$ cat config.mk
export PLATFORM = sky130hd
export DESIGN_NAME = ram_loader
export DESIGN_NICKNAME = d
export VERILOG_FILES = /design/src/rtl/ram_loader.sv
export SDC_FILE = /design/constraint.sdc
export NUM_CORES = 1
export LEC_CHECK = 0
export CAP_MARGIN = 10
export CORE_MARGIN = 2
export CORE_UTILIZATION = 35
export CTS_BUF_LIST = sky130_fd_sc_hd__clkbuf_8
export CTS_CLUSTER_SIZE = 10
export DETAILED_ROUTE_END_ITERATION = 10
export PLACE_DENSITY_LB_ADDON = 0.08
export SYNTH_ARGS = -nofsm -noshare
export SYNTH_HDL_FRONTEND = slang
export SYNTH_SLANG_ARGS = --single-unit
export TNS_END_PERCENT = 5
$ cat constraint.sdc
create_clock -name clk -period 5.87 [get_ports clk]
set_input_delay 0.8805 -clock clk [delete_from_list [all_inputs] [get_ports clk]]
set_output_delay 0.8805 -clock clk [all_outputs]
set_load 0.01 [all_outputs]
$ cat src/rtl/ram_loader.sv
// rtl/ram_loader.sv - stream loader and checksum verifier for the SAP-1 16x8 RAM
//
// Ports:
//   clk, reset             rising-edge clock, asynchronous active-low reset
//   start, abort, length   load control; length sampled with start (0 or >16 means 16)
//   in_valid/in_data/in_ready   byte stream into the loader
//   wr_en/wr_address/wr_data    RAM write port, one strobe per accepted byte
//   rd_ce/rd_address/rd_data    RAM read port, rd_ce active-low
//   busy                   load or verify in progress (CPU hold)
//   done                   one-cycle pulse at the end of verify
//   error                  readback checksum mismatch, held until the next start
//   checksum               running 8-bit sum of the bytes written
module ram_loader #(
  parameter int AW = 4,
  parameter int DW = 8
) (
  input  logic          clk,
  input  logic          reset,
  input  logic          start,
  input  logic          abort,
  input  logic [AW:0]   length,
  input  logic          in_valid,
  input  logic [DW-1:0] in_data,
  output logic          in_ready,
  output logic          wr_en,
  output logic [AW-1:0] wr_address,
  output logic [DW-1:0] wr_data,
  output logic          rd_ce,
  output logic [AW-1:0] rd_address,
  input  logic [DW-1:0] rd_data,
  output logic          busy,
  output logic          done,
  output logic          error,
  output logic [DW-1:0] checksum
);

  localparam logic [AW:0] DEPTH_N = (AW+1)'(1 << AW);
  localparam logic [AW:0] ONE     = (AW+1)'(1);

  typedef enum logic [2:0] {
    IDLE,
    LOAD,
    FLUSH,
    V_ADDR,
    V_SAMPLE,
    CHECK
  } state_t;

  state_t        state;
  logic [AW:0]   n_len;   // bytes to load this run, 1..16
  logic [AW:0]   cnt;     // bytes written, then bytes read back
  logic [DW-1:0] rdsum;

  // A zero length means a full RAM; anything larger than the RAM is clamped.
  logic [AW:0] length_eff;
  assign length_eff = (length == '0 || length > DEPTH_N) ? DEPTH_N : length;

  logic cnt_last;
  assign cnt_last = (cnt == n_len - ONE);

  always_ff @(posedge clk or negedge reset) begin
    if (!reset) begin
      state      <= IDLE;
      n_len      <= '0;
      cnt        <= '0;
      rdsum      <= '0;
      in_ready   <= 1'b0;
      wr_en      <= 1'b0;
      wr_address <= '0;
      wr_data    <= '0;
      rd_ce      <= 1'b1;
      rd_address <= '0;
      busy       <= 1'b0;
      done       <= 1'b0;
      error      <= 1'b0;
      checksum   <= '0;
    end else begin
      // Strobes are single-cycle unless re-asserted below.
      wr_en <= 1'b0;
      done  <= 1'b0;
      if (abort) begin
        // Leaves error and checksum as they were so the host can inspect them.
        state    <= IDLE;
        busy     <= 1'b0;
        in_ready <= 1'b0;
        rd_ce    <= 1'b1;
      end else begin
        case (state)
          IDLE: begin
            if (start) begin
              n_len    <= length_eff;
              cnt      <= '0;
              checksum <= '0;
              rdsum    <= '0;
              error    <= 1'b0;
              busy     <= 1'b1;
              in_ready <= 1'b1;
              state    <= LOAD;
            end
          end
          LOAD: begin
            if (in_valid && in_ready) begin
              wr_en      <= 1'b1;
              wr_address <= cnt[AW-1:0];
              wr_data    <= in_data;
              checksum   <= checksum + in_data;
              cnt        <= cnt + ONE;
              if (cnt_last) begin
                in_ready <= 1'b0;
                state    <= FLUSH;
              end
            end
          end
          FLUSH: begin
            // The last write strobe is on the bus during this cycle.
            cnt   <= '0;
            state <= V_ADDR;
          end
          V_ADDR: begin
            rd_ce      <= 1'b0;
            rd_address <= cnt[AW-1:0];
            state      <= V_SAMPLE;
          end
          V_SAMPLE: begin
            // RAM read is combinational from rd_address, so data is valid now.
            rdsum <= rdsum + rd_data;
            cnt   <= cnt + ONE;
            if (cnt_last) begin
              rd_ce <= 1'b1;
              state <= CHECK;
            end else begin
              state <= V_ADDR;
            end
          end
          CHECK: begin
            error <= (rdsum != checksum);
            done  <= 1'b1;
            busy  <= 1'b0;
            state <= IDLE;
          end
          default: state <= IDLE;
        endcase
      end
    end
  end

endmodule

After elaboration in Yosys (flattened, before gate mapping)
Index checks and enable logic that the tools add are counted.
Word-level totals
  flip-flop bits (word level): 51
  bits in latches: 0
  bits in writable memories: 0
  memory bits (read-only): 0
  input port bits: 26
  output and inout port bits: 30
  word-level logic and storage cells: 86
  memories kept: 0
Cells by class
  add/subtract/negate cells: 4
  multipliers: 0
  div/mod/pow operators: 0
  order comparisons: 1
  equality and inequality tests: 13
  shift-type cells: 0
  multiplexer cells: 31
  bitwise operators: 1
  reductions and logical operators: 22
Operator list (number)
  $pmux 8 s2: 2
  $pmux 5 s4: 1
  $add 8x8->8: 2
  $mux 8: 2
  $mux 3: 5
  $mux 5: 3
  $pmux 3 s5: 1
  $reduce_and 3->1: 5
  $mux 1: 13
  $ne 3x3->1 const B: 4
  $reduce_and 4->1: 3
  $reduce_bool 3->1: 3
  $ne 8x8->1: 1
  $pmux 1 s2: 4
  $eq 3x2->1 const B: 2
  $eq 3x3->1 const B: 2
  $reduce_and 2->1: 3
  $reduce_bool 2->1: 3
  $add 5x1->5 const B: 1
  $eq 5x5->1: 1
  $gt 5x5->1 const B: 1
  $logic_not 5->1: 1
  $sub 5x1->5 const B: 1
  $ne 2x2->1 const B: 2
  other kinds (6): 6

Depth between registers and ports, before layout
Gate-level depths: netlist (run 1).
  word-level depth: 6
  depth in mapped cells: 7
  mapped depth without buffers: 7

Worst setup path after synthesis (run 1)
OpenSTA, ideal clock, no wires.
  path kind: input to register
  start: input in_data[0]
  end: register checksum[6]
  library setup time: 0.121 ns
  arrival time: 2.255 ns
  data required time: 5.749 ns
  slack: 3.494 ns
  stages: 7
  path buffers: 0
  path through: ha_1 fa_1 a211oi_1 o21bai_1 a21oi_1 xnor2_1 a22o_1
On the way
  word-level cells in the longest chain between the ends: 3
Ends and longest elaborated chain
  start: declaration: RTL line 23  | input logic [DW-1:0] in_data,
  $add 8x8->8: RTL line 106  | checksum <= checksum + in_data;
  $mux 8: RTL line 102  | if (in_valid && in_ready) begin
  $pmux 8 s2: RTL line 88  | case (state)
  end signal: assignment: RTL line 106
  end: declaration: RTL line 34  | output logic [DW-1:0] checksum
No other way between the ends. The select of a mux whose other input is x is not followed.
A chain may end at the register's enable or synchronous reset.

Worst setup path in the final report (run 1)
  start: input abort
  end: register checksum[5]
On the way
  word-level cells in the longest chain between the ends: 2
Ends and longest elaborated chain
  start: declaration: RTL line 20  | input logic abort,
  $not 1->1 (no line)
  $reduce_and 4->1 (no line)
No other way between the ends.

==> flow_summary.ini, run 1 <==
[status]
outcome = complete, no violations

[drt]
first_pass_iters = 4
wl_per_cell_um = 14.9
drc_errors = 0
routed_wl_um = 6920
first_iter_violations = 90
vias = 2413
viasPerCell = 5.20
ant_nets = 0

[synth]
postSynthAreaPerCell_um2 = 9.93
ys_top_cells_by_area = dfrtp_1, ha_1, mux2_2
synth_area_leader_cell = dfrtp_1
yosysWarnings = 0
synthCells = 305
ys.flop_type = dfrtp_1
synthArstFlopShare_pct = 100
synth_cell_type_count = 51
synth_area_um2 = 3030
synth_edf_count = 0
synth_top_area_share_pct = 41.3
synth_fp_nets = 350
synth_seq_cells = 51
synth_commonest_cells = dfrtp_1, o21ai_0, nand2_1, nor2_1, a21oi_1
synth.yosys.seq_area_share_pct = 42.2
synth_most_common_cell = dfrtp_1

[clock_network]
cts_tree = yes
clk_path_buf_depth = 2
clkTransAtPathRegs_ns = 0.09
cts.repair.resized = 0
cts-htree-levels = 2
insertion_delay_ns = 0.29
cts_setup_buffers = 0
root_buffer = clkbuf_8
postCtsHoldBufs = 0
clock-sinks = 51
cts_buffers = 5

[timing]
min_period_over_period_pct = 48.6
finClkSkew_ns = 0.00583
tightest_slew_ns = 0.722
slew_headroom_pct = 51.7
rsz0062_at_grt = no
slew_viol_final = 0
fin_crit_ns = 2.85
setup-tns-final_ns = 0
fmax_mhz = 350
setup_violations = 0
final-hold-violation-count = 0

[job]
maxCapViolCount = 0

[global_route]
groute.usage.overall_pct = 15.3
grt_pass1_wl_um = 11900
grt_pass1_vias = 2335
grt_overflow = 0
grt_start_max_net_pins = 52
antenna_found_initial = 0

[power]
p_leak_nw = 1.63
p_per_area_nw_per_um2 = 238
finalPower_mw = 0.889
max-vdd-ir-drop_mv = 0.0949

[placed_design]
port_buffers = 55
place_area_um2 = 3650
dp_hpwl_um = 5090
dpl.cell_count = 456
place.gp.congestion = 0.840

[floorplanning]
die_h_um = 97.0
io_pins = 56
die-width_um = 97.0
start_util_pct = 36.5
dieArea_um2 = 9410
coreArea_um2 = 8300
rows = 33

[critical_path]
crit_type = primary input to flip-flop
cp_data_arrival_time_ns = 3.04
cp.required_ns = 6.06
cp-end-kind = flip-flop
crit_path_start_kind = primary input
critPathMaxFanout = 20
worstRegToRegCells = 4

[finish]
final_area_um2 = 3730
fin_util_pct = 44.9
finalNonFillerCells = 464
nNetsFinal = 403
num_antenna_cells = 0
fill_cells = 821
multi_input_area_um2 = 1640
area.growth.synth_to_final_pct = 23.1
drive_above_1_share_pct = 8.64
ff_latch_area_um2 = 1280

[worst_hold_path]
hp-class = flip-flop to flip-flop
whs_path_depth = 2
metrics by stage:
step           setup slack (ns)  hold WS, ns
6_report                   3.02        0.484
5_1_grt                    2.88        0.502
4_1_cts                    3.03        0.489
3_5_place_dp               2.72        0.476
3_3_place_gp               2.76        0.475
2_1_floorplan              3.49        0.470
path summary, 6_finish.rpt:
check,from,end,slack (ns)
worst min register to register,rd_ce,rd_ce,0.48
min in group asynchronous,reset,wr_en,0.69
max in group asynchronous,reset,cnt[3],4.73
worst max-delay path,abort,checksum[5],3.02
worst max register to register,state[0],checksum[5],3.63
worst min-delay path,rd_ce,rd_ce,0.48
flip-flops by register name, indices dropped and copies added, names as in the netlist:
register	flops
in_ready	1
rd_address	4
rd_ce	1
cnt	5
error	1
busy	1
rdsum	8
wr_en	1
checksum	8
wr_address	4
n_len	5
state	3
wr_data	8
done	1
placed cells by master, fill, tap and decap left out, types with 3 or more instances in the layout:
cell	n
a21oi_1	19
nand2_1	22
dfrtp_1	50
clkbuf_8	5
a21o_1	5
o21ai_0	23
o211ai_1	3
xnor2_1	18
inv_1	14
nor2_1	20
nor2b_1	4
a31oi_1	5
o21bai_1	3
nor3_1	6
a22o_1	5
clkdlybuf4s50_1	54
nand2b_1	5
ha_1	17
mux2_2	16
xor2_1	3
nand3_1	18
nand4_1	4
a211oi_1	6
layer usage:
layer | GRT usage, % | vias to the layer above | share of wire (%) | wire [um]
met5 | 0 | - | 0 | 0
met1 | 22.5 | 1157 | 51 | 3540
met3 | 2.24 | 4 | 3.7 | 258
li1 | - | 1205 | - | -
met2 | 23.9 | 47 | 44 | 3080
met4 | 2.93 | 0 | 0.64 | 44
critical path, stage by stage:
cell and delay [ns]:
clkdlybuf4s50_1 0.60, nor2_1 0.28, nand3_1 0.56, nor2b_1 0.44
a22o_1 0.27
layout make-up:
type                            count  share of cell area, %
Tap cell                          105                   3.52
Multi-Input combinational cell    232                   43.9
Timing Repair Buffer               57                   15.0
Inverter                           11                   1.11
Clock inverter                      3                  0.302
Clock buffer                        5                   1.85
Sequential cell                    51                   34.3
cells by family after synthesis:
group,share of synthesized area [%]
adders and majority gates,8.35
DFF,42.2
muxes,6.61
buffers and inverters,3.76
xor gates and xnor gates,6.07
and+or+nand+nor,16.0
AOI/OAI and AO/OA,17.1
power breakdown:
group | switching, mW | internal [mW]
registers | 0.0471 | 0.393
logic | 0.115 | 0.140
clock network | 0.114 | 0.0800
(Power assumes the default switching activity.)
==> inputs of run 2 (changes only) <==
clock period = 2.7 ns   (was 5.87 ns; I/O delays follow)
==> flow_summary.ini, run 2 (same netlist as run 1, synthesis figures left out) <==
[timing]
rsz0062_at_grt = no
finClkSkew_ns = 0.0193
tightest_slew_ns = 0.632
slew_headroom_pct = 57.2
setup_violations = 0
worst_slack_ns = 0.605
fin_crit_ns = 2.09
fmax_mhz = 477
min_period_over_period_pct = 77.6
slew_viol_final = 0
setup-tns-final_ns = 0
final-hold-violation-count = 0

[finish]
ff_latch_area_um2 = 1280
reg_top3 = checksum x8, rdsum x8, wr_data x8
final_cell_mix = clkdlybuf4s50_1, dfrtp_1, o21ai_0, nand2_1, nor2_1
fill_cells = 818
final_common_cell = clkdlybuf4s50_1
area.growth.synth_to_final_pct = 26.0
drive_above_1_share_pct = 11.0
nNetsFinal = 409
num_antenna_cells = 0
fin_util_pct = 46.0
multi_input_area_um2 = 1640

[critical_path]
max_stage_delay_ns = 0.43
timing.rr.start = checksum[0]
cp_data_arrival_time_ns = 2.31
worstRegToRegCells = 7
crit_family = compound AO/OA/AOI/OAI gates
reg2reg_slack_ns = 0.70
cp.required_ns = 2.92
critPathMaxFanout = 3
cp_slowest_cell = fa_1
cp-end-kind = flip-flop
crit_path_start_kind = primary input
reg2reg_to = checksum[6]
crit_type = primary input to flip-flop
critPathBufInv = 1
path_cells = clkdlybuf4s50_1 -> ha_1 -> fa_1 -> a211oi_1 -> o21bai_1 -> a21oi_1 -> xnor2_1 -> a22o_1

[drt]
ant_nets = 0
first_pass_iters = 4
viasPerCell = 5.16
first_iter_violations = 68
vias = 2427
wl_per_cell_um = 14.5
drc_errors = 0
routed_wl_um = 6800

[clock_network]
insertion_delay_ns = 0.31
cts_tree = yes
clk_path_buf_depth = 2
cts_buffers = 5
clkTransAtPathRegs_ns = 0.11
postCtsHoldBufs = 0
cts.repair.resized = 0
cts-htree-levels = 2
root_buffer = clkbuf_8
cts_setup_buffers = 0
clock-sinks = 51

[floorplanning]
dieArea_um2 = 9410
start_util_pct = 36.5
rows = 33
io_pins = 56
coreArea_um2 = 8300
die-width_um = 97.0
die_h_um = 97.0

[global_route]
groute.usage.overall_pct = 14.9
grt_start_max_net_pins = 26
grt_pass1_wl_um = 11500
antenna_found_initial = 0
grt_pass1_vias = 2369
grt_overflow = 0

[worst_hold_path]
hp-class = primary input to asynchronous set/reset pin

[placed_design]
port_buffers = 55
place_ws_ns = 0.251
place.gp.congestion = 0.836
dp_hpwl_um = 5300

[power]
p_per_area_nw_per_um2 = 546
max-vdd-ir-drop_mv = 0.282
finalPower_mw = 2.08
p_leak_nw = 1.66

[status]
outcome = complete, no violations

[job]
maxCapViolCount = 0
==> run 2: cell count changes in the layout (fill, tap and decap cells not counted) <==
cell       delta
buf_4         +6
clkbuf_8      +1
bufinv_16     +1
inv_1         -3
inv_6         +1
==> run 2: final cells by class <==
type,instances,share of cell area (%)
Multi-Input combinational cell,232,42.9
Sequential cell,51,33.5
Timing Repair Buffer,63,15.9
Tap cell,105,3.44
Clock buffer,6,2.17
Inverter,11,1.08
Clock inverter,2,1.02
==> run 2: routing by layer <==
layer	up-vias	track usage, %	part of all wire, %
li1	1221	-	-
met1	1150	21.1	50
met2	49	23.5	45
met3	7	2.67	3.7
met4	0	4.12	1.0
met5	-	0	0
==> run 2: worst register-to-register path: cells and delay by family, from the launching register on <==
| kind | cells | cell delay (ns) |
|---|---|---|
| compound gates | 4 | 0.73 |
| fa+ha+maj | 2 | 0.67 |
| flops | 1 | 0.43 |
| xor+xnor | 1 | 0.08 |
==> run 2: per-stage QoR <==
| stage | hold WS (ns) | std cells | instance area, um^2 |
|---|---|---|---|
| final | 0.0584 | 470 | 3810 |
| after global routing | 0.107 | 470 | 3810 |
| after CTS | 0.0862 | 470 | 3810 |
| after detailed placement | 0.432 | 462 | 3690 |
| after global placement | 0.429 | 462 | 3690 |
| after floorplan | 0.109 | 305 | 3030 |
==> run 2: worst max-delay path by stage <==
| stage | start | end | slack, ns | depth (start not counted) |
|---|---|---|---|---|
| after CTS | in_data[0] | checksum[6] | 0.59 | 8 |
| after detailed placement | in_data[0] | checksum[6] | 0.25 | 8 |
| final | in_data[0] | checksum[6] | 0.61 | 8 |
| after floorplan | checksum[0] | checksum[6] | 0.76 | 7 |
| after global routing | in_data[0] | checksum[6] | 0.43 | 8 |
| after global placement | in_data[0] | checksum[6] | 0.27 | 8 |
==> run 2: report_power, final <==
part | total (mW) | switching (mW) | internal (mW)
Clock | 0.570 | 0.265 | 0.305
Combinational | 0.558 | 0.250 | 0.308
Sequential | 0.952 | 0.0983 | 0.854
Total | 2.08 | 0.613 | 1.47
==> inputs of run 3 (changes only) <==
clock period = 1.7 ns   (was 2.7 ns; I/O delays follow)
==> flow_summary.ini, run 3 (same netlist as run 1, synthesis figures left out) <==
[floorplanning]
io_pins = 56
rows = 33
dieArea_um2 = 9410
die_h_um = 97.0
die-width_um = 97.0
coreArea_um2 = 8300
start_util_pct = 36.5

[power]
finalPower_mw = 3.37
max-vdd-ir-drop_mv = 0.567
p_per_area_nw_per_um2 = 767
p_leak_nw = 2.00

[global_route]
grt_pass1_vias = 2774
grt_overflow = 0
antenna_found_initial = 0
groute.usage.overall_pct = 17.6
grt_pass1_wl_um = 13600
grt_start_max_net_pins = 31

[critical_path]
cp_data_arrival_time_ns = 2.08
crit_type = primary input to flip-flop
crit_path_start_kind = primary input
path_cells = clkdlybuf4s50_1 -> ha_4 -> fa_2 -> a211oi_2 -> o21bai_1 -> a21oi_2 -> xnor2_1 -> a22o_1
worstRegToRegCells = 7
cp-end-kind = flip-flop
critPathMaxFanout = 3
reg2reg_slack_ns = -0.15
endpoint = checksum[6]
timing.rr.start = checksum[0]
crit_path_start = in_data[0]
reg2reg_to = checksum[6]
cp.required_ns = 1.91
max_stage_delay_ns = 0.47
cp_slowest_cell = clkdlybuf4s50_1

[placed_design]
place.gp.congestion = 0.832
place_ws_ns = -0.467
port_buffers = 55
dp_hpwl_um = 6110

[clock_network]
insertion_delay_ns = 0.31
clk_path_buf_depth = 2
cts_tree = yes
root_buffer = clkbuf_8
clock-sinks = 51
cts_buffers = 5
cts-htree-levels = 2
clkTransAtPathRegs_ns = 0.10

[finish]
drive_above_1_share_pct = 28.7
area.growth.synth_to_final_pct = 45.1
fill_cells = 777
ff_latch_area_um2 = 1280
final_common_cell = buf_4
final_cell_mix = buf_4, clkdlybuf4s50_1, dfrtp_1, nand2_1, o21ai_0
nNetsFinal = 476
reg_top3 = checksum x8, rdsum x8, wr_data x8
multi_input_area_um2 = 1720
num_antenna_cells = 0

[timing]
slew_headroom_pct = 75.4
slew_viol_final = 0
fin_crit_ns = 1.87
final-hold-violation-count = 0
finClkSkew_ns = 0.00681
setup_violations = 6
min_period_over_period_pct = 110
fmax_mhz = 535
rsz0062_at_grt = yes
worst_slack_ns = -0.169
tightest_slew_ns = 0.366

[drt]
routed_wl_um = 7900
first_iter_violations = 98
wl_per_cell_um = 14.7
first_pass_iters = 4
ant_nets = 0
drc_errors = 0
vias = 2711
viasPerCell = 5.05

[job]
maxCapViolCount = 0

[status]
outcome = finished with violations
failed_checks = negative setup slack

[worst_hold_path]
hp-class = primary input to asynchronous set/reset pin
==> run 3: cell types whose count changed in the layout (fill, tap and decap cells not counted), moves of 3 or more <==
cell     change
a21oi_1      -3
a21oi_2      +3
buf_4       +65
dfrtp_1      -3
dfrtp_2      +3
ha_1         -3
ha_4         +3
==> run 3: final cells by class <==
type | instances | share of cell area (%)
Tap cell | 105 | 2.99
Timing Repair Buffer | 130 | 25.6
Inverter | 11 | 0.940
Multi-Input combinational cell | 232 | 39.1
Clock buffer | 6 | 1.88
Clock inverter | 2 | 0.370
Sequential cell | 51 | 29.2
==> run 3: routing by layer <==
| metal | GRT usage, % | up-vias | wire [um] |
|---|---|---|---|
| met5 | 0 | - | 0 |
| li1 | - | 1354 | - |
| met1 | 24.7 | 1289 | 3840 |
| met3 | 2.82 | 8 | 317 |
| met4 | 4.33 | 0 | 74 |
| met2 | 28.4 | 60 | 3670 |
==> run 3: report_power, final <==
group	total, mW	internal [mW]	switching (mW)
clock	0.780	0.334	0.446
combinational	1.11	0.627	0.479
sequential	1.48	1.36	0.124
total	3.37	2.32	1.05
==> run 3: worst min path at each step <==
stage | startpoint | to | slack [ns] | cells past startpoint
6_report | reset | wr_data[3] | 0.29 | 2
4_1_cts | reset | wr_data[3] | 0.28 | 2
3_3_place_gp | reset | wr_data[3] | 0.1 | 1
2_1_floorplan | reset | busy | -0.04 | 0
5_1_grt | reset | wr_data[3] | 0.29 | 2
3_5_place_dp | reset | wr_data[3] | 0.1 | 1
==> run 3: per-stage QoR <==
stage	setup TNS [ns]	instances	utilization [%]	area (um^2)	hold slack, ns
2_1_floorplan	-0.259	305	-	3040	-0.0406
3_3_place_gp	-7.78	527	50.6	4200	0.0983
3_5_place_dp	-8.23	527	50.6	4200	0.0977
4_1_cts	-0.351	536	52.4	4350	0.285
5_1_grt	-1.40	537	52.9	4390	0.288
6_report	-0.420	537	52.9	4390	0.289
==> run 3: worst max-delay path, delay by kind of cell <==
kind | cells | cell delay [ns]
AO/OA/AOI/OAI | 4 | 0.69
XOR/XNOR | 1 | 0.07
adder cells (fa/ha/maj) | 2 | 0.60
buffers and inverters | 1 | 0.47
==> run 3: repair_timing <==
item	in CTS	in global routing
pin swaps	3	7
buffers inserted	0	1
hold buffers	1	0
setup endpoints to repair	14	22
hold endpoints to repair	17	0
gates resized for setup	8	10
==> variant: new RTL, config.mk and constraints of run 3 <==
The 6 states of `state_t` get a one-hot encoding in 6 bits.
--- a/src/rtl/ram_loader.sv
+++ b/src/rtl/ram_loader.sv
@@ -37,13 +37,13 @@
   localparam logic [AW:0] DEPTH_N = (AW+1)'(1 << AW);
   localparam logic [AW:0] ONE     = (AW+1)'(1);
 
-  typedef enum logic [2:0] {
-    IDLE,
-    LOAD,
-    FLUSH,
-    V_ADDR,
-    V_SAMPLE,
-    CHECK
+  typedef enum logic [5:0] {
+    IDLE     = 6'b000001,
+    LOAD     = 6'b000010,
+    FLUSH    = 6'b000100,
+    V_ADDR   = 6'b001000,
+    V_SAMPLE = 6'b010000,
+    CHECK    = 6'b100000
   } state_t;
 
   state_t        state;
Behaviour: no difference found for any inputs over 4 cycles, from zero or initial values and one cycle with reset low; so few cycles prove little.
==> variant against run 3 <==
  * The run still ends with negative setup slack left
  * First-iteration DRC count decreased by 28%
  * Wire length is 13% higher
  * Global-route usage is 0.51 points higher
  * Synthesized area is 5.8% higher
  * Sequential cell count grew 3
  * Worst setup slack better by 0.012 ns
  * Hold slack improved by 0.13 ns
  * Non-clock buffer count rose by 23
  * Total power is 19% lower
  * Sequential power is 8% lower
  * Final area up 12%
  * Largest power group unchanged
==> variant: results (changes against run 3) <==
INFO  metric timing.final.setup_violations = 25 (was 6)
INFO  metric grt.met3_usage = 2.81% (was 2.82%)
INFO  metric final-instance-count-excl-fill = 599 (was 537)
INFO  metric number_of_global_route_vias_before_repair = 3001 (was 2774)
INFO  metric syn-mean-instance-area = 9.40 um2 (was 9.93 um2)
INFO  metric power_leakage = 2.33 nW (was 2.00 nW)
INFO  metric drc_violation_total_after_the_first_tritonroute_iteration = 71 (was 98)
INFO  metric synth-seq-area-share = 42.2% (about the same)
INFO  metric cp_slowest_cell = sky130_fd_sc_hd__dfstp_2 (was sky130_fd_sc_hd__clkdlybuf4s50_1)
INFO  metric drive_above_1_share = 33.4% (was 28.7%)
INFO  metric globalRouteMet1Util = 24.1% (was 24.7%)
INFO  metric clk_transition_reported_paths = 0.12 ns (was 0.10 ns)
INFO  metric post-place-cells = 585 (was 527)
INFO  metric via_per_inst = 5.07 (was 5.05)
INFO  metric netlist-cell-type-count = 57 (was 51)
INFO  metric timing.final.ws_setup = -0.157 ns (was -0.169 ns)
INFO  metric timing.critical_path.fanout_max = 5 (was 3)
INFO  metric finalWirelength = 8.94 mm (was 7.90 mm)
INFO  metric fin_tns_setup = -2.41 ns (was -0.420 ns)
INFO  metric failed_checks = negative setup slack (unchanged)
INFO  metric cp_top_family = simple AND/OR/NAND/NOR gates (was compound AO/OA/AOI/OAI gates)
INFO  metric n_fill_cell = 817 (was 777)
INFO  metric sw_frac_of_total = 28.6% (was 31.1%)
INFO  metric clock-skew-final = 0.0129 ns (was 0.00681 ns)
INFO  metric grt.met2_usage = 31.0% (was 28.4%)
INFO  metric grt_max_degree = 25 (was 31)
INFO  metric place.gp.congestion = 0.861 (was 0.832)
INFO  metric dp_hpwl = 6.83 mm (was 6.11 mm)
INFO  metric post-cts-setup-buffer-count = 2 (was 0)
INFO  metric post_dp_cell_area = 4590 um2 (was 4200 um2)
INFO  metric wire_length_of_the_first_global_routing_pass = 14.3 mm (was 13.6 mm)
INFO  metric post-place-ws = -0.482 ns (was -0.467 ns)
INFO  metric status = finished with violations (unchanged)
INFO  metric ir_drop = 395 uV (was 567 uV)
INFO  metric grt_usage = 18.1% (was 17.6%)
INFO  metric post_synth_main_area_contributors = sky130_fd_sc_hd__dfrtp_1 41%, sky130_fd_sc_hd__nand2_1 7.7%, sky130_fd_sc_hd__ha_1 6.6% (was sky130_fd_sc_hd__dfrtp_1 41%, sky130_fd_sc_hd__ha_1 7.0%, sky130_fd_sc_hd__mux2_2 6.0%)
INFO  metric max_slew_margin = 68.0% (was 75.4%)
[variant: layout make-up]
type | instances | area share (%)
inverter | 9 | 0.685
timing repair buffer | 153 | 27.7
multi-input combinational | 267 | 39.4
clock inverter | 3 | 0.533
sequential | 54 | 27.5
clock buffer | 5 | 1.39
tap | 108 | 2.74
[variant: path summary, 6_finish.rpt]
check,startpoint,endpoint,slack (ns),cells past startpoint
setup / recovery,state[0]$_DFFE_PN1P_,n_len[0]$_DFFE_PN0P_,-0.16,6
hold / removal,reset,wr_address[0]$_DFFE_PN0P_,0.42,2
setup reg to reg,state[0]$_DFFE_PN1P_,n_len[0]$_DFFE_PN0P_,-0.16,6
hold reg to reg,wr_data[1]$_DFFE_PN0P_,wr_data[1]$_DFFE_PN0P_,0.49,2
max in group asynchronous,reset,state[0]$_DFFE_PN1P_,0.63,3
min in group clk,wr_data[1]$_DFFE_PN0P_,wr_data[1]$_DFFE_PN0P_,0.49,2
[variant: kinds of logic after synthesis]
| kind of cell | share of synthesized area (%) |
|---|---|
| and+or+nand+nor | 22.3 |
| AOI/OAI and AO/OA | 16.5 |
| DFF | 42.2 |
| xor gates and xnor gates | 6.29 |
| buffers and inverters | 3.05 |
| adders and majority gates | 7.89 |
| muxes | 1.72 |
[variant: metal layers]
layer  wire [um]  up-vias
met4          73        0
met5           0        -
met1        4140     1458
li1            -     1515
met3         259        4
met2        4470       61
[variant: power groups by stage]
| stage | clock [mW] | combinational (mW) | sequential, mW |
|---|---|---|---|
| global route | 0.858 | 0.654 | 1.37 |
| CTS | 0.812 | 0.554 | 1.36 |
| global placement | 0 | 0.527 | 1.39 |
| finish | 0.783 | 0.597 | 1.36 |
| floorplan | 0 | 0.210 | 1.40 |
| detailed placement | 0 | 0.536 | 1.39 |
